==> src/rtl/p2s_serializer.sv <==
// Parallel-to-serial stage: accepts WIDTH-bit words on valid/ready and emits them MSB-first on x.
// Latency: a word accepted at edge k puts its MSB on x in the cycle after edge k; WIDTH cycles per word (+1 with parity).
// Backpressure: din_ready comes from registered state only; din_valid without din_ready is held off.
//
// Optional feature macro: P2S_PARITY_EN appends one odd-parity bit after each word.
//
// Ports:
//   clk        - single clock, posedge
//   rst_n      - asynchronous active-low reset
//   din        - parallel word, sampled only on the transfer edge
//   din_valid  - din holds a valid word
//   din_ready  - block accepts a word this cycle
//   x          - serial bit (0 when idle)
//   x_valid    - x carries a data or parity bit
//   last       - x holds the final bit of the current word
module p2s_serializer #(
    parameter int WIDTH = 8
) (
    input  logic             clk,
    input  logic             rst_n,
    input  logic [WIDTH-1:0] din,
    input  logic             din_valid,
    output logic             din_ready,
    output logic             x,
    output logic             x_valid,
    output logic             last
);

    localparam int CNT_W = (WIDTH > 1) ? $clog2(WIDTH) : 1;
    localparam logic [CNT_W-1:0] CNT_LAST = CNT_W'(WIDTH - 1);

`ifdef P2S_PARITY_EN
    typedef enum logic [1:0] {
        S_IDLE   = 2'd0,
        S_SHIFT  = 2'd1,
        S_PARITY = 2'd2
    } state_t;
`else
    typedef enum logic [1:0] {
        S_IDLE  = 2'd0,
        S_SHIFT = 2'd1
    } state_t;
`endif

    state_t           state_q, state_d;
    logic [WIDTH-1:0] sreg_q, sreg_d;
    logic [CNT_W-1:0] cnt_q, cnt_d;
    logic             last_bit;
    logic             xfer;
`ifdef P2S_PARITY_EN
    // Running XOR of the bits already emitted for the word in flight.
    logic             par_q, par_d;
`endif

    always_ff @(posedge clk or negedge rst_n) begin
        if (!rst_n) begin
            state_q <= S_IDLE;
            sreg_q  <= '0;
            cnt_q   <= '0;
`ifdef P2S_PARITY_EN
            par_q   <= 1'b0;
`endif
        end else begin
            state_q <= state_d;
            sreg_q  <= sreg_d;
            cnt_q   <= cnt_d;
`ifdef P2S_PARITY_EN
            par_q   <= par_d;
`endif
        end
    end

    always_comb begin
        state_d   = state_q;
        sreg_d    = sreg_q;
        cnt_d     = cnt_q;
`ifdef P2S_PARITY_EN
        par_d     = par_q;
`endif
        din_ready = 1'b0;
        x         = 1'b0;
        x_valid   = 1'b0;
        last      = 1'b0;
        xfer      = 1'b0;
        last_bit  = (cnt_q == CNT_LAST);

        case (state_q)
            S_IDLE: begin
                din_ready = 1'b1;
            end
            S_SHIFT: begin
                x       = sreg_q[WIDTH-1];
                x_valid = 1'b1;
                sreg_d  = sreg_q << 1;
`ifdef P2S_PARITY_EN
                par_d   = par_q ^ sreg_q[WIDTH-1];
                if (last_bit) begin
                    state_d = S_PARITY;
                    cnt_d   = cnt_q;        // hold: counter never runs past WIDTH-1
                end else begin
                    cnt_d   = cnt_q + 1'b1;
                end
`else
                last      = last_bit;
                din_ready = last_bit;
                if (last_bit) begin
                    state_d = S_IDLE;       // overridden below by a gapless reload
                    cnt_d   = cnt_q;
                end else begin
                    cnt_d   = cnt_q + 1'b1;
                end
`endif
            end
`ifdef P2S_PARITY_EN
            S_PARITY: begin
                // Odd parity: complement the XOR so word plus parity has an odd number of ones.
                x         = ~par_q;
                x_valid   = 1'b1;
                last      = 1'b1;
                din_ready = 1'b1;
                state_d   = S_IDLE;
            end
`endif
            default: begin
                state_d = S_IDLE;
            end
        endcase

        // A transfer wins over the return to IDLE at the end of a word.
        xfer = din_valid && din_ready;
        if (xfer) begin
            sreg_d  = din;
            cnt_d   = '0;
            state_d = S_SHIFT;
`ifdef P2S_PARITY_EN
            par_d   = 1'b0;
`endif
        end
    end

endmodule
==> config.mk <==
export PLATFORM = sky130hd
export DESIGN_NAME = p2s_serializer
export DESIGN_NICKNAME = d
export VERILOG_FILES = /design/src/rtl/p2s_serializer.sv
export SDC_FILE = /design/constraint.sdc
export NUM_CORES = 1
export LEC_CHECK = 0
export CAP_MARGIN = 20
export CORE_UTILIZATION = 38
export DETAILED_ROUTE_END_ITERATION = 12
export GPL_TIMING_DRIVEN = 0
export PLACE_DENSITY_LB_ADDON = 0.08
export SLEW_MARGIN = 40
export SYNTH_ARGS = -nofsm -noshare
export SYNTH_HDL_FRONTEND = slang
export SYNTH_SLANG_ARGS = --single-unit
export TNS_END_PERCENT = 20
==> constraint.sdc <==
create_clock -name clk -period 4.2 [get_ports clk]
set_input_delay 0.84 -clock clk [delete_from_list [all_inputs] [get_ports clk]]
set_output_delay 0.84 -clock clk [all_outputs]
set_load 0.01 [all_outputs]
==> flow_summary.toml, run 1 <==
[status]
status = "finished, final reports clean"

[placement]
placed_area_um2 = 796
port_buffers = 14
hpwlAfterDp_um = 902
place.gp.congestion = 0.710

[synthesis]
yosys_warnings = 0
syn_nets = 68
synthCells = 55
netlist_area_um2 = 636
ys_types = 17
ys_seq_elements = 12
syn-mean-instance-area_um2 = 11.6
seq_area_frac_synth = 0.472

[setup_path]
cp-end-kind = "output port"
critical_path_peak_fanout = 10
critPathBufInv = 3
criticalPathCategory = "reg2out"
required_ps = 3360
critPathMaxStageDelay_ps = 470
cp.arrival_ps = 1980
slowest_stage = "clkdlybuf4s50_1"
path_cells = "ha_1 -> ha_1 -> nand2b_1 -> buf_6 -> buf_6 -> clkdlybuf4s50_1"
critical-path-top-delay-family = "buffers and inverters"
start_kind = "register"

[global_route]
grt_pass1_vias = 512
grt_max_degree = 13
grt_usage = 0.168
antenna_found_initial = 0
overflow = 0
grt_pass1_wl_um = 2260

[floorplan]
rows = 14
core_area_mm2 = 0.00154
start_util = 0.412
fp.dieW_um = 42.9
die_h_um = 42.9
die_area_mm2 = 0.00184
ioPinCount = 15

[clocking]
cts_root_buffer = "clkbuf_4"
cts_max_level = 1
cts.sinks = 12
cts_buffers = 3
insertion_delay_ps = 270
post-cts-setup-buffers = 0
cts_hold_buf = 0
postCtsResizedCells = 0
clock_path_buffers = 2
cts_tree = "done"
path_clk_slew_ps = 80

[power]
p_sw_w = 0.000167
pwr_density_cell_mw_per_mm2 = 605
power.share.switching = 0.332
p_leak_nw = 0.380
pwr-share-clk = 0.189
pwr-share-comb = 0.428
internal-power_w = 0.000336
ir_worst_vdd_mv = 0.282
pwr-share-seq = 0.383

[worst_hold_path]
hold_class = "reg2reg"

[final_layout]
fin_area_um2 = 832
final_cell_mix = "14 x clkdlybuf4s50_1, 12 x dfrtp_1, 7 x a211o_1, 5 x nor2b_1, 5 x o221a_2"
drive_gt1_frac = 0.178
nNetsFinal = 87
fillers = 141
syn2layout_area_growth_pct = 30.9
final_common_cell = "clkdlybuf4s50_1"
diodes = 0

[routing]
vias_per_cell = 5.58
vias = 497
ant_nets = 0
wl_um = 1330
drc = 0
drt_pass1_iterations = 4
drt-initial-drc-count = 9
wl_per_cell_um = 15.0

[timing]
finalHoldViolCount = 0
drv_slew = 0
worst_slew_pin_slew_ps = 568
setup_viol = 0
slew_headroom = 0.620
fin_crit_sh = 0.672
clock.fmax_ghz = 0.354
fin_crit_ps = 2820
tns_ps = 0
fin_skew_ps = 0.906
rsz0062_at_grt = "no"

[job]
cap_violations = 0
[layout make-up]
| cell class | count | area (um2) | area share |
|---|---|---|---|
| Tap cell | 16 | 20.0 | 0.0241 |
| Timing Repair Buffer | 14 | 140 | 0.168 |
| Buffer | 4 | 31.3 | 0.0376 |
| Multi-Input combinational cell | 37 | 297 | 0.356 |
| Inverter | 2 | 7.51 | 0.00902 |
| Sequential cell | 12 | 300 | 0.361 |
| Clock buffer | 4 | 36.3 | 0.0436 |
[path summary, 6_finish.rpt]
path                                from   endpoint  slack (ps)  depth (start not counted)
worst min register to register  cnt_q[0]   cnt_q[0]         500                          1
worst min-delay path            cnt_q[0]   cnt_q[0]         500                          1
min in group asynchronous          rst_n  sreg_q[4]         920                          1
worst max-delay path            cnt_q[0]  din_ready        1380                          6
worst max register to register  cnt_q[0]  sreg_q[1]        2620                          6
max in group asynchronous          rst_n  sreg_q[2]        2900                          1
[metrics by stage]
| stage | worst slack, ps | std cells | power, W | hold slack, ps | utilization |
|---|---|---|---|---|---|
| finish | 1380 | 89 | 0.000503 | 502 | 0.540 |
| global route | 1310 | 89 | 0.000539 | 509 | 0.540 |
| CTS | 1370 | 89 | 0.000508 | 491 | 0.540 |
| detailed placement | 1690 | 85 | 0.000412 | 475 | 0.516 |
| global placement | 1680 | 85 | 0.000408 | 483 | 0.516 |
| floorplan | 2220 | 55 | 0.000340 | 452 | - |
[metal layers]
layer | up-vias | global-route usage | part of all wire
met4 | 0 | 0.0875 | 0
met2 | 9 | 0.255 | 0.45
met5 | - | 0 | 0
met3 | 0 | 0.0298 | 0.031
met1 | 243 | 0.226 | 0.52
li1 | 245 | - | -
[flip-flops by register name, summed over array words and instances, names as in the netlist]
signal	count
cnt_q	3
sreg_q	8
state_q	1
[synthesized netlist by cell type]
library cell / n / area [um2]
nand3b_1: 3 / 22.5
buf_6: 2 / 22.5
ha_1: 2 / 25.0
and2_1: 2 / 12.5
clkbuf_1: 1 / 3.75
nand3_1: 1 / 5.00
buf_2: 1 / 5.00
a211o_1: 7 / 61.3
nand2_2: 1 / 6.26
o221a_2: 5 / 56.3
nor2b_1: 5 / 31.3
and2b_1: 2 / 15.0
nand2b_1: 3 / 18.8
inv_1: 2 / 7.51
dfrtp_1: 12 / 300
o21ai_1: 4 / 20.0
o221a_1: 2 / 22.5
[power by group through the flow]
stage                     combinational, W  clock [W]  sequential [W]
after detailed placement          0.000217          0        0.000195
after global routing              0.000237   0.000102        0.000200
after CTS                         0.000218  0.0000975        0.000193
after floorplan                   0.000153          0        0.000187
after global placement            0.000214          0        0.000194
final                             0.000215  0.0000950        0.000193
[logic make-up (layout without fill, tap and decap cells)]
kind of cell	Yosys count	in the layout	share of synthesized area
AO/OA/AOI/OAI	18	18	0.252
adder cells (fa/ha/maj)	2	2	0.0394
buffers and inverters	6	24	0.0610
flip-flops	12	12	0.472
AND/OR/NAND/NOR	17	17	0.175
No activity file was read; power rests on OpenSTA's default activity.
==> run 2: changes to the inputs <==
==> constraint.sdc (replaced) <==
create_clock -name clk -period 2.9 [get_ports clk]
set_input_delay 0.58 -clock clk [delete_from_list [all_inputs] [get_ports clk]]
set_output_delay 0.58 -clock clk [all_outputs]
set_load 0.01 [all_outputs]
==> results of run 2 <==
Same layout as run 1 (identical final DEF). Status: finished, final reports clean.
Among the figures that moved: setup slack after placement 1690 ps -> 646 ps; setup slack after layout 1380 ps -> 336 ps; register-to-register setup slack 2620 ps -> 1320 ps; total power 0.000503 W -> 0.000729 W; worst IR drop on VDD 0.282 mV -> 0.408 mV
==> run 3: changes to the inputs <==
--- a/config.mk
+++ b/config.mk
@@ -5,11 +5,13 @@
 export SDC_FILE = /design/constraint.sdc
 export NUM_CORES = 1
 export LEC_CHECK = 0
+export ABC_AREA = 1
 export CAP_MARGIN = 20
 export CORE_UTILIZATION = 38
 export DETAILED_ROUTE_END_ITERATION = 12
 export GPL_TIMING_DRIVEN = 0
 export PLACE_DENSITY_LB_ADDON = 0.08
+export REMOVE_ABC_BUFFERS = 1
 export SLEW_MARGIN = 40
 export SYNTH_ARGS = -nofsm -noshare
 export SYNTH_HDL_FRONTEND = slang
==> flow_summary.toml, run 3 <==
[floorplan]
start_util = 0.410
die_h_um = 42.3
rows = 14
core_area_mm2 = 0.00151
fp.dieW_um = 42.3
ioPinCount = 15
die_area_mm2 = 0.00179

[worst_hold_path]
min_path_cells = 1
hold_path_end = "cnt_q[0]"
hold_class = "reg2reg"
min_from = "cnt_q[0]"

[routing]
wl_per_cell_um = 9.84
drt-initial-drc-count = 12
drc = 0
vias_per_cell = 4.68
wl_um = 1100
ant_nets = 0
vias = 524
drt_pass1_iterations = 4

[power]
p_leak_nw = 0.402
pwr_density_cell_mw_per_mm2 = 802
ir_worst_vdd_mv = 0.453

[final_layout]
diodes = 0
nNetsFinal = 111
largest_register_ffs = 8
final_common_cell = "nand2_1"
final_cell_mix = "25 x nand2_1, 17 x nand3_1, 14 x clkdlybuf4s50_1, 12 x inv_1, 12 x dfrtp_1"
largestRegisters = "sreg_q x8, cnt_q x3, state_q x1"
top_register = "sreg_q"
fillers = 145
syn2layout_area_growth_pct = 26.1
layout.cells.non_filler = 112
drive_gt1_frac = 0.0521

[setup_path]
critPathBufInv = 2
cp-end-kind = "output port"
critical_path_peak_fanout = 13
required_ps = 2320
start_kind = "register"
slowest_stage = "clkdlybuf4s50_1"
reg2reg_depth = 7
critPathMaxStageDelay_ps = 530
critical-path-top-delay-family = "buffers and inverters"
cp.arrival_ps = 1810
path_cells = "ha_1 -> ha_1 -> inv_1 -> nand2_2 -> clkdlybuf4s50_1"
crit_top_cell = "ha_1"
r2r_start = "cnt_q[0]"
path_depth = 5
rr_endpoint = "sreg_q[1]"
criticalPathCategory = "reg2out"
r2r_setup_slack_ps = 1420

[synthesis]
synth_most_common_cell = "nand2_1"
netlist_area_um2 = 618
synth_top_flop_cell = "dfrtp_1"
synthArstFlopShare = 1.00
synth_top_cells_by_count = "25 x nand2_1, 17 x nand3_1, 12 x dfrtp_1, 12 x inv_1, 8 x nor2_1"
synthCells = 82
netlist_top_cells_area = "dfrtp_1 49%, nand2_1 15%, nand3_1 14%, inv_1 7.3%, nor2_1 4.9%"
ys_types = 11
synth_edf_count = 0
ys_seq_elements = 12
yosys_warnings = 0
syn-mean-instance-area_um2 = 7.54
seq_area_frac_synth = 0.486
synth_top_area_frac = 0.486
yosysTopAreaCell = "dfrtp_1"

[global_route]
grt_usage = 0.152
grt_pass1_vias = 451
antenna_found_initial = 0
overflow = 0
grt_max_degree = 15
grt_pass1_wl_um = 1940

[placement]
port_buffers = 14
place.gp.congestion = 0.726
hpwlAfterDp_um = 797
place_inst = 109

[timing]
worst_slew_pin_slew_ps = 544
fin_skew_ps = 1.72
finalHoldViolCount = 0
tns_ps = 0
fin_crit_sh = 0.823
clock.fmax_ghz = 0.419
setup_viol = 0
rsz0062_at_grt = "no"
fin_crit_ps = 2390
drv_slew = 0
slew_headroom = 0.636

[clocking]
postCtsResizedCells = 0
cts_tree = "done"
post-cts-setup-buffers = 0
cts_hold_buf = 0
insertion_delay_ps = 260
path_clk_slew_ps = 70
cts_buffers = 3
clock_path_buffers = 2
cts_max_level = 1
cts.sinks = 12
cts_root_buffer = "clkbuf_4"

[job]
cap_violations = 0

[status]
status = "finished, final reports clean"
==> run 3: final cells by class <==
type | count | area, um2 | area share
timing repair buffer | 14 | 140 | 0.180
inverter | 12 | 45.0 | 0.0578
tap | 16 | 20.0 | 0.0257
sequential | 12 | 300 | 0.385
multi-input combinational | 55 | 251 | 0.323
clock buffer | 3 | 22.5 | 0.0289
==> run 3: logic make-up (layout without fill, tap and decap cells) <==
group / count (synthesis) / after routing / share of synthesized area
AO/OA/AOI/OAI: 1 / 1 / 0.00809
adder cells (fa/ha/maj): 2 / 2 / 0.0405
flip-flops: 12 / 12 / 0.486
AND/OR/NAND/NOR: 52 / 52 / 0.358
buffers and inverters: 15 / 29 / 0.107
==> run 3: worst register-to-register path, stage by stage, from the launching register on <==
cell,delay [ps]
dfrtp_1,400
ha_1,210
ha_1,200
inv_1,70
nand2_2,150
nand2_1,240
nand2_1,80
nand3_1,80
==> run 3: worst max-delay path by stage <==
stage | from | to | slack [ps]
floorplan | cnt_q[0] | din_ready | 1370
global placement | cnt_q[0] | din_ready | 780
detailed placement | cnt_q[0] | din_ready | 780
CTS | cnt_q[0] | din_ready | 480
global route | cnt_q[0] | din_ready | 380
finish | cnt_q[0] | din_ready | 510
==> run 3: metrics by stage <==
stage          cell area, um2  hold slack (ps)  setup slack [ps]  power (W)   util
6_report                  779              478               514   0.000625  0.517
5_1_grt                   779              498               383   0.000694  0.517
4_1_cts                   779              488               482   0.000639  0.517
3_5_place_dp              757              468               780   0.000536  0.502
3_3_place_gp              757              468               779   0.000533  0.502
2_1_floorplan             597              284              1370   0.000438      -
==> run 3: per-layer routing <==
metal / up-vias / share of wire / GRT usage
met5: - / 0 / 0
met4: 0 / 0.014 / 0.0938
met3: 2 / 0.045 / 0.0388
met2: 10 / 0.44 / 0.200
met1: 230 / 0.50 / 0.219
li1: 282 / - / -
==> run 3: power breakdown <==
part           internal, W  switching [W]  leakage [nW]
sequential        0.000231      0.0000391         0.152
combinational     0.000118       0.000139         0.236
clock            0.0000479      0.0000508        0.0138
